**src/rtl/multicycle_controller_if.sv**
```systemverilog
// multicycle_controller_if
// Groups the control-unit bus: datapath status into the controller
// (instruction register, ALU zero flag, memory ready) and every mux
// select and write strobe the controller drives back into the datapath.
//   master : the controller (drives strobes, reads status)
//   slave  : the datapath/memory side (reads strobes, drives status)
interface multicycle_controller_if;
    logic [31:0] instr;
    logic        zero;
    logic        mem_ready;

    logic        mem_req;
    logic        mem_write;
    logic        adr_src;
    logic        ir_write;
    logic        pc_write;
    logic        reg_write;
    logic [1:0]  alu_src_a;
    logic [1:0]  alu_src_b;
    logic [2:0]  alu_control;
    logic [1:0]  result_src;
    logic [2:0]  imm_src;
    logic        illegal;
    logic [3:0]  state_o;

    modport master (
        input  instr, zero, mem_ready,
        output mem_req, mem_write, adr_src, ir_write, pc_write, reg_write,
               alu_src_a, alu_src_b, alu_control, result_src, imm_src,
               illegal, state_o
    );

    modport slave (
        output instr, zero, mem_ready,
        input  mem_req, mem_write, adr_src, ir_write, pc_write, reg_write,
               alu_src_a, alu_src_b, alu_control, result_src, imm_src,
               illegal, state_o
    );
endinterface

```
**src/rtl/multicycle_controller.sv**
```systemverilog
// multicycle_controller
// Multi-cycle control FSM for the RV32I-subset core. Steps the shared
// datapath through FETCH/DECODE/EXECUTE/MEM/WB and stalls on the memory
// req/ready handshake.
// Ports:
//   clk  - core clock, rising edge
//   rst  - synchronous active-high reset; all outputs forced to 0 while high
//   bus  - multicycle_controller_if.master: instr/zero/mem_ready in,
//          mem_req/mem_write/adr_src/ir_write/pc_write/reg_write,
//          alu_src_a/alu_src_b/alu_control/result_src/imm_src,
//          illegal and state_o out
module multicycle_controller #(
    parameter int OPC_W = 7,
    parameter int ST_W  = 4
) (
    input  logic                    clk,
    input  logic                    rst,
    multicycle_controller_if.master bus
);
    localparam logic [ST_W-1:0] S_FETCH    = ST_W'(0);
    localparam logic [ST_W-1:0] S_DECODE   = ST_W'(1);
    localparam logic [ST_W-1:0] S_MEMADR   = ST_W'(2);
    localparam logic [ST_W-1:0] S_MEMREAD  = ST_W'(3);
    localparam logic [ST_W-1:0] S_MEMWB    = ST_W'(4);
    localparam logic [ST_W-1:0] S_MEMWRITE = ST_W'(5);
    localparam logic [ST_W-1:0] S_EXECR    = ST_W'(6);
    localparam logic [ST_W-1:0] S_EXECI    = ST_W'(7);
    localparam logic [ST_W-1:0] S_ALUWB    = ST_W'(8);
    localparam logic [ST_W-1:0] S_BEQ      = ST_W'(9);
    localparam logic [ST_W-1:0] S_JAL      = ST_W'(10);
    localparam logic [ST_W-1:0] S_LUI      = ST_W'(11);

    localparam logic [OPC_W-1:0] OP_LOAD  = 7'b0000011;
    localparam logic [OPC_W-1:0] OP_STORE = 7'b0100011;
    localparam logic [OPC_W-1:0] OP_RTYPE = 7'b0110011;
    localparam logic [OPC_W-1:0] OP_ITYPE = 7'b0010011;
    localparam logic [OPC_W-1:0] OP_BEQ   = 7'b1100011;
    localparam logic [OPC_W-1:0] OP_JAL   = 7'b1101111;
    localparam logic [OPC_W-1:0] OP_LUI   = 7'b0110111;

    logic [ST_W-1:0]  state;
    logic [ST_W-1:0]  next_state;
    logic [OPC_W-1:0] opcode;
    logic [2:0]       funct3;
    logic [2:0]       funct_op;
    logic [2:0]       imm_dec;

    logic       mem_req, mem_write, adr_src, ir_write, pc_write, reg_write;
    logic [1:0] alu_src_a, alu_src_b, result_src;
    logic [2:0] alu_control, imm_src;
    logic       illegal;

    logic unused_instr_bits;

    assign opcode = bus.instr[OPC_W-1:0];
    assign funct3 = bus.instr[14:12];
    assign unused_instr_bits = ^{bus.instr[31], bus.instr[29:15], bus.instr[11:7]};

    // ALU operation for EXECR/EXECI; instr[30] only selects sub for R-type,
    // because in I-type it is an immediate bit.
    always_comb begin
        funct_op = 3'b000;
        case (funct3)
            3'b000:  funct_op = (opcode == OP_RTYPE && bus.instr[30]) ? 3'b001 : 3'b000;
            3'b010:  funct_op = 3'b101;
            3'b110:  funct_op = 3'b011;
            3'b111:  funct_op = 3'b010;
            default: funct_op = 3'b000;
        endcase
    end

    always_comb begin
        imm_dec = 3'b000;
        case (opcode)
            OP_STORE: imm_dec = 3'b001;
            OP_BEQ:   imm_dec = 3'b010;
            OP_JAL:   imm_dec = 3'b011;
            OP_LUI:   imm_dec = 3'b100;
            default:  imm_dec = 3'b000;
        endcase
    end

    always_ff @(posedge clk) begin
        if (rst)
            state <= S_FETCH;
        else
            state <= next_state;
    end

    always_comb begin
        next_state = S_FETCH;
        case (state)
            S_FETCH:    next_state = bus.mem_ready ? S_DECODE : S_FETCH;
            S_DECODE: begin
                case (opcode)
                    OP_LOAD, OP_STORE: next_state = S_MEMADR;
                    OP_RTYPE:          next_state = S_EXECR;
                    OP_ITYPE:          next_state = S_EXECI;
                    OP_BEQ:            next_state = S_BEQ;
                    OP_JAL:            next_state = S_JAL;
                    OP_LUI:            next_state = S_LUI;
                    default:           next_state = S_FETCH;
                endcase
            end
            S_MEMADR:   next_state = (opcode == OP_LOAD) ? S_MEMREAD : S_MEMWRITE;
            S_MEMREAD:  next_state = bus.mem_ready ? S_MEMWB : S_MEMREAD;
            S_MEMWRITE: next_state = bus.mem_ready ? S_FETCH : S_MEMWRITE;
            S_EXECR,
            S_EXECI,
            S_JAL,
            S_LUI:      next_state = S_ALUWB;
            default:    next_state = S_FETCH;
        endcase
    end

    // Output decode; everything is held at 0 while rst is high, regardless
    // of the state still in the register during that cycle.
    always_comb begin
        mem_req     = 1'b0;
        mem_write   = 1'b0;
        adr_src     = 1'b0;
        ir_write    = 1'b0;
        pc_write    = 1'b0;
        reg_write   = 1'b0;
        alu_src_a   = 2'b00;
        alu_src_b   = 2'b00;
        alu_control = 3'b000;
        result_src  = 2'b00;
        imm_src     = 3'b000;
        illegal     = 1'b0;
        if (!rst) begin
            imm_src = imm_dec;
            case (state)
                S_FETCH: begin
                    mem_req    = 1'b1;
                    alu_src_b  = 2'b10;
                    result_src = 2'b10;
                    ir_write   = bus.mem_ready;
                    pc_write   = bus.mem_ready;
                end
                S_DECODE: begin
                    alu_src_a = 2'b01;
                    alu_src_b = 2'b01;
                    case (opcode)
                        OP_LOAD, OP_STORE, OP_RTYPE, OP_ITYPE,
                        OP_BEQ, OP_JAL, OP_LUI: illegal = 1'b0;
                        default:                illegal = 1'b1;
                    endcase
                end
                S_MEMADR: begin
                    alu_src_a = 2'b10;
                    alu_src_b = 2'b01;
                end
                S_MEMREAD: begin
                    mem_req = 1'b1;
                    adr_src = 1'b1;
                end
                S_MEMWB: begin
                    result_src = 2'b01;
                    reg_write  = 1'b1;
                end
                S_MEMWRITE: begin
                    mem_req   = 1'b1;
                    mem_write = 1'b1;
                    adr_src   = 1'b1;
                end
                S_EXECR: begin
                    alu_src_a   = 2'b10;
                    alu_control = funct_op;
                end
                S_EXECI: begin
                    alu_src_a   = 2'b10;
                    alu_src_b   = 2'b01;
                    alu_control = funct_op;
                end
                S_ALUWB: reg_write = 1'b1;
                S_BEQ: begin
                    alu_src_a   = 2'b10;
                    alu_control = 3'b001;
                    pc_write    = bus.zero;
                end
                S_JAL: begin
                    alu_src_a = 2'b01;
                    alu_src_b = 2'b10;
                    pc_write  = 1'b1;
                end
                S_LUI: begin
                    alu_src_a = 2'b11;
                    alu_src_b = 2'b01;
                end
                default: imm_src = imm_dec;
            endcase
        end
    end

    assign bus.mem_req     = mem_req;
    assign bus.mem_write   = mem_write;
    assign bus.adr_src     = adr_src;
    assign bus.ir_write    = ir_write;
    assign bus.pc_write    = pc_write;
    assign bus.reg_write   = reg_write;
    assign bus.alu_src_a   = alu_src_a;
    assign bus.alu_src_b   = alu_src_b;
    assign bus.alu_control = alu_control;
    assign bus.result_src  = result_src;
    assign bus.imm_src     = imm_src;
    assign bus.illegal     = illegal;
    assign bus.state_o     = rst ? 4'd0 : state;
endmodule
```
**src/flat_wrapper.sv**
```systemverilog
// flat-port wrapper written by rule: the top's interface ports become plain ports
module multicycle_controller_flat 
#(
    parameter int OPC_W = 7,
    parameter int ST_W  = 4
)
  (clk, rst, bus_instr, bus_zero, bus_mem_ready, bus_mem_req, bus_mem_write, bus_adr_src, bus_ir_write, bus_pc_write, bus_reg_write, bus_alu_src_a, bus_alu_src_b, bus_alu_control, bus_result_src, bus_imm_src, bus_illegal, bus_state_o);
  multicycle_controller_if bus_i ();
  input  logic clk;
  input  logic rst;
  input wire logic [$bits(bus_i.instr)-1:0] bus_instr;
  input wire logic [$bits(bus_i.zero)-1:0] bus_zero;
  input wire logic [$bits(bus_i.mem_ready)-1:0] bus_mem_ready;
  output wire logic [$bits(bus_i.mem_req)-1:0] bus_mem_req;
  output wire logic [$bits(bus_i.mem_write)-1:0] bus_mem_write;
  output wire logic [$bits(bus_i.adr_src)-1:0] bus_adr_src;
  output wire logic [$bits(bus_i.ir_write)-1:0] bus_ir_write;
  output wire logic [$bits(bus_i.pc_write)-1:0] bus_pc_write;
  output wire logic [$bits(bus_i.reg_write)-1:0] bus_reg_write;
  output wire logic [$bits(bus_i.alu_src_a)-1:0] bus_alu_src_a;
  output wire logic [$bits(bus_i.alu_src_b)-1:0] bus_alu_src_b;
  output wire logic [$bits(bus_i.alu_control)-1:0] bus_alu_control;
  output wire logic [$bits(bus_i.result_src)-1:0] bus_result_src;
  output wire logic [$bits(bus_i.imm_src)-1:0] bus_imm_src;
  output wire logic [$bits(bus_i.illegal)-1:0] bus_illegal;
  output wire logic [$bits(bus_i.state_o)-1:0] bus_state_o;
  assign bus_i.instr = bus_instr;
  assign bus_i.zero = bus_zero;
  assign bus_i.mem_ready = bus_mem_ready;
  assign bus_mem_req = bus_i.mem_req;
  assign bus_mem_write = bus_i.mem_write;
  assign bus_adr_src = bus_i.adr_src;
  assign bus_ir_write = bus_i.ir_write;
  assign bus_pc_write = bus_i.pc_write;
  assign bus_reg_write = bus_i.reg_write;
  assign bus_alu_src_a = bus_i.alu_src_a;
  assign bus_alu_src_b = bus_i.alu_src_b;
  assign bus_alu_control = bus_i.alu_control;
  assign bus_result_src = bus_i.result_src;
  assign bus_imm_src = bus_i.imm_src;
  assign bus_illegal = bus_i.illegal;
  assign bus_state_o = bus_i.state_o;
  multicycle_controller #(.OPC_W(OPC_W), .ST_W(ST_W)) u_core (.clk(clk), .rst(rst), .bus(bus_i));
endmodule
```
**config.mk**
```make
export PLATFORM = sky130hd
export DESIGN_NAME = multicycle_controller_flat
export DESIGN_NICKNAME = d
export VERILOG_FILES = /design/src/rtl/multicycle_controller_if.sv /design/src/rtl/multicycle_controller.sv /design/src/flat_wrapper.sv
export SDC_FILE = /design/constraint.sdc
export NUM_CORES = 1
export LEC_CHECK = 0
export BUFFER_PORTS_ARGS = -buffer_cell sky130_fd_sc_hd__buf_2
export CAP_MARGIN = 15
export CORE_MARGIN = 2
export CORE_UTILIZATION = 40
export DETAILED_ROUTE_END_ITERATION = 10
export GPL_TIMING_DRIVEN = 1
export PLACE_DENSITY = 0.77
export SLEW_MARGIN = 20
export SYNTH_ARGS = -nofsm -noshare
export SYNTH_HDL_FRONTEND = slang
export SYNTH_SLANG_ARGS = --single-unit
```
**constraint.sdc**
```tcl
create_clock -name clk -period 3.7 [get_ports clk]
set_input_delay 0.37 -clock clk [delete_from_list [all_inputs] [get_ports clk]]
set_output_delay 0.37 -clock clk [all_outputs]
set_load 0.05 [all_outputs]
```
## Yosys cells after proc, flatten, opt, wreduce, memory -nomap -nowiden

Cells that the tools add are included.

| storage, ports and cells | value |
|---|---|
| bits in writable memories | 0 |
| output and inout port bits | 23 |
| bits of input ports | 36 |
| bits in registers | 4 |
| memories | 0 |
| word-level logic and storage cells | 70 |
| bits in read-only memories | 0 |
| bits in latches | 0 |

| operators by class | value |
|---|---|
| order comparisons | 0 |
| equality and inequality tests | 21 |
| shifts and indexed selects | 0 |
| mux-type cells | 34 |
| reduce and logical (&&, ||, !) cells | 14 |
| divide/modulo/power cells | 0 |
| bitwise logic cells | 0 |
| multipliers | 0 |
| $add $sub $neg | 0 |

Operators by type and width:

| cell | number |
|---|---|
| $pmux 4 s6 | 2 |
| $pmux 3 s4 | 2 |
| $eq 7x6->1 const B | 3 |
| $eq 4x3->1 const B | 4 |
| $eq 4x4->1 const B | 4 |
| $mux 1 | 16 |
| $mux 3 | 5 |
| $eq 7x7->1 const B | 2 |
| $reduce_or 2->1 | 6 |
| $reduce_or 4->1 | 3 |
| $eq 4x2->1 const B | 2 |
| $pmux 2 s2 | 2 |
| $eq 7x2->1 const B | 1 |
| $eq 7x5->1 const B | 1 |
| $reduce_or 7->1 | 1 |
| $eq 3x3->1 const B | 2 |
| $mux 2 | 3 |
| $pmux 2 s3 | 1 |
| $pmux 3 s2 | 1 |
| $eq 4x1->1 const B | 1 |
| $logic_not 4->1 | 1 |
| $mux 4 | 1 |
| $eq 3x2->1 const B | 1 |
| $logic_not 3->1 | 1 |
| other kinds (3) | 3 |

## Longest topological paths before layout

Gate-level depths: netlist of run 1.

| depth | value |
|---|---|
| word-level depth | 6 |
| mapped depth | 6 |
| mapped depth without buffers | 4 |

## Least setup slack after synthesis of run 1

No wires, ideal clock.

| path | value |
|---|---|
| path kind | input to output |
| start | in bus_instr[2] |
| end | out bus_imm_src[0] |
| slack | -0.186 ns |
| stages | 4 |
| required time | 3.330 ns |
| path buffers | 2 |
| data arrival time | 3.516 ns |
| cell sequence | buf_2 > or3_1 > clkbuf_1 > a2111oi_0 |

| on the way | value |
|---|---|
| longest elaborated chain between the ends | 3 |
| elaborated cells on any way between the ends | 6 |
| those cells by class | 4 x eq/ne; 2 x mux |

Ends and longest elaborated chain:

| item | RTL line | source |
|---|---|---|
| from (decl) | flat_wrapper.sv:11 | `input wire logic [$bits(bus_i.instr)-1:0] bus_instr;` |
| $eq 7x6->1 or $eq 7x7->1 (tied branches) | multicycle_controller.sv:74 | `case (opcode)` |
| $pmux 3 s4 (*) | multicycle_controller.sv:74 |  |
| $mux 3 (*) | multicycle_controller.sv:131 | `if (!rst) begin` |
| to (decl) | flat_wrapper.sv:24 | `output wire logic [$bits(bus_i.imm_src)-1:0] bus_imm_src;` |

Every way passes the cells marked *; elsewhere a longest branch is shown, timed or not.

## Worst setup path in the final report of run 1

| path | value |
|---|---|
| start | reg u_core.state[2] |
| end | out bus_alu_src_b[0] |

| on the way | value |
|---|---|
| longest elaborated chain between the ends | 4 |
| elaborated cells on any way between the ends | 10 |
| those cells by class | 5 x eq/ne; 2 x mux; 3 x reduce/logical |

Ends and longest elaborated chain:

| item | RTL line | source |
|---|---|---|
| from (decl) | multicycle_controller.sv:41 | `logic [ST_W-1:0] state;` |
| from (signal assigned) | multicycle_controller.sv:87 | `state <= next_state;` |
| $eq 4x2->1 (tied with other cells) | multicycle_controller.sv:133 | `case (state)` |
| $reduce_or 4->1 (no source line) or $reduce_or 2->1 (tied branches) | n/a |  |
| $pmux 2 s2 (*) | multicycle_controller.sv:133 |  |
| $mux 2 (*) | multicycle_controller.sv:131 |  |
| to (decl) | flat_wrapper.sv:21 | `output wire logic [$bits(bus_i.alu_src_b)-1:0] bus_alu_src_b;` |

Marks and branches as above.

==> results of run 1 <==
worst reg2reg max path, delay by kind of cell (launching register included):
kind            cells  cell delay [ns]
compound gates      3             0.64
flops               1             0.67
simple gates        1             0.55
per-layer routing:
metal | share of wire (%) | routed length (um) | track usage (%) | vias up
met3 | 5.4 | 118 | 1.54 | 4
met1 | 46 | 1010 | 23.2 | 445
met4 | 1.4 | 30 | 7.14 | 0
met2 | 47 | 1050 | 30.6 | 36
li1 | - | - | - | 487
met5 | 0 | 0 | 0 | -
per-stage QoR:
stage	worst slack, ns	area (um2)	total power (W)	hold WS [ns]	utilization, %
CTS	1.33	968	0.000176	0.490	50.9
finish	1.32	968	0.000176	0.492	50.9
global placement	1.60	946	0.000118	0.732	49.7
global route	1.18	968	0.000184	0.510	50.9
floorplan	0.501	791	0.000102	0.604	-
detailed placement	1.59	946	0.000121	0.736	49.7
cells in the final DEF, fill, tap and decap left out, types with 2 or more instances in the layout:
cell,netlist,layout
o22a_1,2,2
nor4b_1,2,2
nand4_1,2,2
clkbuf_4,0,3
nand4b_1,2,2
nor3_1,10,10
xnor2_1,2,2
nand2b_1,7,7
nand2_1,8,8
dfxtp_1,4,4
nor2_1,10,10
a21oi_1,10,10
buf_2,3,37
a211o_1,2,2
and4_1,2,2
a31oi_1,3,3
nor3b_1,2,2
xor2_1,3,3
or3_1,3,3
nand3_1,5,5
nor2b_1,7,7
where the power goes:
group / switching, W / internal (W) / total (W)
Sequential: 0.00000276 / 0.0000442 / 0.0000470
Combinational: 0.0000519 / 0.0000219 / 0.0000738
Clock: 0.0000184 / 0.0000363 / 0.0000548
area by class of cell:
class | instances | area (um2) | share of cell area, %
Clock buffer | 3 | 22.5 | 2.33
Multi-Input combinational cell | 101 | 643 | 66.4
Inverter | 1 | 3.75 | 0.388
Timing Repair Buffer | 37 | 185 | 19.1
Tap cell | 27 | 33.8 | 3.49
Sequential cell | 4 | 80.1 | 8.27
cell families (layout without fill, tap and decap cells):
| logic type | count (synthesis) | count (layout) | synth area share (%) |
|---|---|---|---|
| and+or+nand+nor | 68 | 68 | 49.8 |
| xor gates and xnor gates | 5 | 5 | 5.55 |
| muxes | 1 | 1 | 1.27 |
| DFF | 4 | 4 | 10.1 |
| AOI/OAI and AO/OA | 27 | 27 | 24.7 |
| buffers and inverters | 15 | 41 | 8.56 |
worst max path at each step:
stage,startpoint,endpoint,depth (start not counted)
after detailed placement,u_core.state[2]$_SDFF_PP0_,bus_alu_src_b[0],5
after CTS,u_core.state[2]$_SDFF_PP0_,bus_alu_src_b[0],5
after global placement,u_core.state[2]$_SDFF_PP0_,bus_alu_src_b[0],5
after floorplan,bus_instr[2],bus_imm_src[0],4
final,u_core.state[2]$_SDFF_PP0_,bus_alu_src_b[0],5
after global routing,u_core.state[2]$_SDFF_PP0_,bus_alu_src_b[0],5
==> results.yml, run 1 <==
placement:
  port_buffers: 37
  dpl.hpwl_um: 1620
  place_inst: 170
  gp_congestion: 0.794
clock_network:
  holdBufCountCts: 0
  cts_tree: "yes"
  post_cts_buffers: 0
  insertion_delay_ns: 0.24
  path_clk_slew_ns: 0.04
  cts_buffers: 3
  cts_resized: 0
  htree_levels: 1
  clkSinkCount: 4
  cts_root_buf: "clkbuf_4"
  clk_path_buf_depth: 2
cells_and_area:
  finish.net_count: 184
  diodes: 0
  fin_cells: 173
  area_growth_syn_to_layout_pct: 22.7
  top_register: "u_core.state"
  largest_reg_flops: 4
  top_regs: "u_core.state (4)"
  nFillCells: 209
  drive_gt1_share_pct: 30.1
timing:
  finalCriticalPeriod_ns: 2.38
  grt_setup_unrepaired: "false"
  fin_crit_sh_pct: 64.2
  fmax_mhz: 421
  finalSetupTns_ns: 0
  worstMarginPinSlew_ns: 0.758
  finalSetupViolCount: 0
  maxSlewHeadroom_pct: 49.4
  drv_slew: 0
  fin_skew_ns: 0.00141
  hold_violations: 0
critical_path:
  required_ns: 3.33
  r2r-end: "u_core.state[1]$_SDFF_PP0_"
  slowest_delay_ns: 0.80
  rr_worst_depth: 4
  crit_path_end_kind: "output port"
  start_kind: "flip-flop"
  cp_max_fo: 22
  worst_path_max_delay_cell: "dfxtp_1"
  rrSetupSlack_ns: 1.78
  critPathBufInv: 1
  crit_chain: "xnor2_1, nand2b_1, a21o_1, a21oi_1, buf_2"
  worstSetupPathType: "flip-flop to output port"
  critPathTopFamily: "flip-flops"
  worstPathArrival_ns: 2.01
  r2r-start: "u_core.state[1]$_SDFF_PP0_"
power_and_ir_drop:
  powerDensity_nw_per_um2: 181
  p_leak_nw: 0.420
  ir_drop_mv: 0.111
global_routing:
  grt_pass1_wl_um: 3460
  grt_max_degree: 23
  grt_remaining_overflow: 0
  grt_pass1_vias: 804
  antenna_found_initial: 0
  track_usage_pct: 17.9
drt:
  drt_wl_total_um: 2210
  wl_per_cell_um: 12.7
  drtIter0Drc: 16
  vias: 972
  drt_pass1_iterations: 4
  drc: 0
  vias_per_cell: 5.62
  antenna_left: 0
yosys:
  synthTopCellsByArea: "dfxtp_1 (10%), a21oi_1 (6.3%), nor3_1 (6.3%)"
  synthCells: 120
  seq_area_frac_synth_pct: 10.1
  syn_avg_cell_area_um2: 6.58
  ys.flop_type: "dfxtp_1"
  yosys-top-cells-count: "a21oi_1 (10), nor2_1 (10), nor3_1 (10), clkbuf_1 (9), nand2_1 (8)"
  synth_top_cell_by_area: "dfxtp_1"
  ys_ff_latch: 4
  synthesis.area_um2: 790
  synth_cell_types: 43
  syn_nets: 156
  yosysTopAreaCellShare_pct: 10.1
  synth_edf_count: 0
  yosysWarningCount: 0
  synthArstFlopShare_pct: 0
outcome:
  status: "finished clean"
floorplanning:
  fp.dieArea_um2: 2340
  die_w_um: 48.4
  ios: 59
  die_h_um: 48.4
  start_util_pct: 41.5
  core_area_um2: 1900
  rows: 16
worst_hold_path:
  holdPathStages: 3
  holdCritPathClass: "input port to flip-flop"
  hold_start: "bus_instr[4]"
  whs_endpoint: "u_core.state[2]$_SDFF_PP0_"
flow_run:
  drv_cap: 0
No activity file was read; power rests on OpenSTA's default activity.
==> inputs of run 2 (changes only) <==
--- a/config.mk
+++ b/config.mk
@@ -8,10 +8,10 @@
 export BUFFER_PORTS_ARGS = -buffer_cell sky130_fd_sc_hd__buf_2
 export CAP_MARGIN = 15
 export CORE_MARGIN = 2
-export CORE_UTILIZATION = 40
+export CORE_UTILIZATION = 36
 export DETAILED_ROUTE_END_ITERATION = 10
 export GPL_TIMING_DRIVEN = 1
-export PLACE_DENSITY = 0.77
+export PLACE_DENSITY = 0.73
 export SLEW_MARGIN = 20
 export SYNTH_ARGS = -nofsm -noshare
 export SYNTH_HDL_FRONTEND = slang
==> constraint.sdc (replaced) <==
create_clock -name clk -period 1.9 [get_ports clk]
set_input_delay 0.19 -clock clk [delete_from_list [all_inputs] [get_ports clk]]
set_output_delay 0.19 -clock clk [all_outputs]
set_load 0.05 [all_outputs]
==> run 2 against run 1 <==
  * Critical endpoint is now bus_ir_write
  * Register-to-register slack got worse by 1.6 ns
  * Worst hold slack worse by 0.16 ns
  * Die area is 10% higher
  * Combinational power grew 130%
  * Via count up 3.6%
  * Routed wire length grew 5.0%
  * Non-clock buffer count grew 11
  * Clock-buffer cell count unchanged
  * Sequential share of layout area shrank 1.0 points
  * Final area increased by 21%
==> results.yml, run 2 (same netlist as run 1, synthesis figures left out) <==
critical_path:
  required_ns: 1.71
  worst_path_max_delay_cell: "or3_4"
  rrSetupSlack_ns: 0.15
  slowest_delay_ns: 0.39
  start_kind: "flip-flop"
  critPathTopFamily: "simple AND/OR/NAND/NOR gates"
  worstSetupPathType: "flip-flop to output port"
  r2r-end: "u_core.state[1]$_SDFF_PP0_"
  rr_worst_depth: 5
  critPathBufInv: 2
  cp_max_fo: 7
  r2r-start: "u_core.state[1]$_SDFF_PP0_"
  worstPathArrival_ns: 1.63
  crit_path_end_kind: "output port"
  crit_chain: "buf_6, or3_4, nor3_4, and2_4, buf_8"
cells_and_area:
  nFillCells: 202
  largest_reg_flops: 4
  diodes: 0
  final_cell_mix: "buf_2 (33), buf_4 (12), nor2_1 (10), nand2_1 (8), a21oi_1 (8)"
  top_register: "u_core.state"
  finish.net_count: 195
  layout_commonest_cell: "buf_2"
  drive_gt1_share_pct: 45.2
  top_regs: "u_core.state (4)"
  fin_cells: 184
  area_growth_syn_to_layout_pct: 48.5
drt:
  drc: 0
  wl_per_cell_um: 12.6
  vias_per_cell: 5.47
  vias: 1007
  drt_wl_total_um: 2320
  antenna_left: 0
  drtIter0Drc: 17
  drt_pass1_iterations: 4
placement:
  gp_congestion: 0.832
  place_inst: 178
  post-place-ws_ns: 0.109
  port_buffers: 37
  dpl.hpwl_um: 1700
floorplanning:
  die_h_um: 50.8
  core_area_um2: 2020
  die_w_um: 50.8
  ios: 59
  fp.dieArea_um2: 2580
  rows: 16
  start_util_pct: 39.0
timing:
  drv_slew: 0
  finalSetupViolCount: 0
  worstMarginPinSlew_ns: 0.304
  finalCriticalPeriod_ns: 1.82
  fmax_mhz: 549
  fin_crit_sh_pct: 95.8
  hold_violations: 0
  grt_setup_unrepaired: "false"
  finalSetupTns_ns: 0
  fin_skew_ns: 0.00796
  maxSlewHeadroom_pct: 79.6
  finalWorstSetupSlack_ns: 0.0801
clock_network:
  clkSinkCount: 4
  path_clk_slew_ns: 0.04
  cts_tree: "yes"
  cts_root_buf: "clkbuf_4"
  htree_levels: 1
  insertion_delay_ns: 0.24
  holdBufCountCts: 0
  cts_buffers: 3
  clk_path_buf_depth: 2
worst_hold_path:
  holdCritPathClass: "input port to flip-flop"
  holdPathStages: 3
  whs_endpoint: "u_core.state[3]$_SDFF_PP0_"
  hold_start: "bus_instr[6]"
global_routing:
  grt_pass1_vias: 899
  track_usage_pct: 19.0
  grt_pass1_wl_um: 3920
  antenna_found_initial: 0
  grt_max_degree: 18
  grt_remaining_overflow: 0
power_and_ir_drop:
  p_leak_nw: 0.507
  ir_drop_mv: 0.189
  total_power_w: 0.000365
  powerDensity_nw_per_um2: 311
flow_run:
  drv_cap: 0
outcome:
  status: "finished clean"
-- run 2: how the worst max path moves through the flow --
stage / start / end / slack [ns] / cells past startpoint
finish: u_core.state[1]$_SDFF_PP0_ / bus_ir_write / 0.08 / 5
detailed placement: u_core.state[1]$_SDFF_PP0_ / u_core.state[1]$_SDFF_PP0_ / 0.11 / 4
CTS: u_core.state[3]$_SDFF_PP0_ / bus_pc_write / 0.02 / 5
floorplan: u_core.state[0]$_SDFF_PP0_ / bus_ir_write / -0.38 / 4
global route: u_core.state[3]$_SDFF_PP0_ / bus_illegal / 0.007 / 5
global placement: u_core.state[1]$_SDFF_PP0_ / u_core.state[1]$_SDFF_PP0_ / 0.17 / 4
-- run 2: stage by stage --
step | area, um2 | hold WS, ns | util, %
final | 1170 | 0.332 | 58.0
after global routing | 1170 | 0.351 | 58.0
after CTS | 1120 | 0.321 | 55.4
after detailed placement | 1080 | 0.565 | 53.7
after global placement | 1080 | 0.551 | 53.7
after floorplan | 857 | 0.426 | -
-- run 2: worst reg2reg max path, stage by stage, from the launching register on --
cell and delay (ns):
dfxtp_4 0.38, buf_2 0.17, or4b_4 0.48, a2111oi_4 0.35, o21bai_1 0.14, a21oi_2 0.15
-- run 2: layout make-up --
class                   instances  area [um2]  area share, %
clock buffers                   3        22.5           1.92
inverters                       1        3.75          0.320
multi-input cells             101         726           61.9
flip-flops and latches          4        85.1           7.26
well taps                      27        33.8           2.88
repair buffers                 48         302           25.7
-- run 2: power breakdown --
part / switching [W] / total [W] / internal (W)
combinational: 0.000112 / 0.000172 / 0.0000601
clock: 0.0000354 / 0.000106 / 0.0000707
sequential: 0.00000209 / 0.0000868 / 0.0000847
total: 0.000150 / 0.000365 / 0.000216
-- run 2: timing repair --
| item | CTS | global route |
|---|---|---|
| cloned | 0 | 0 |
| pin swaps | 0 | 3 |
| gates resized for setup | 6 | 9 |
| hold endpoints to repair | 0 | 0 |
| setup buffers | 0 | 3 |
| setup endpoints to repair | 6 | 7 |
-- run 2: layer usage --
| metal | share of wire, % | routed length, um | global-route usage [%] | vias to the layer above |
|---|---|---|---|---|
| met5 | 0 | 0 | 0 | - |
| met4 | 0 | 0 | 5.41 | 0 |
| met1 | 46 | 1080 | 25.0 | 473 |
| met3 | 3.8 | 87 | 2.92 | 0 |
| li1 | - | - | - | 512 |
| met2 | 50 | 1150 | 32.0 | 22 |
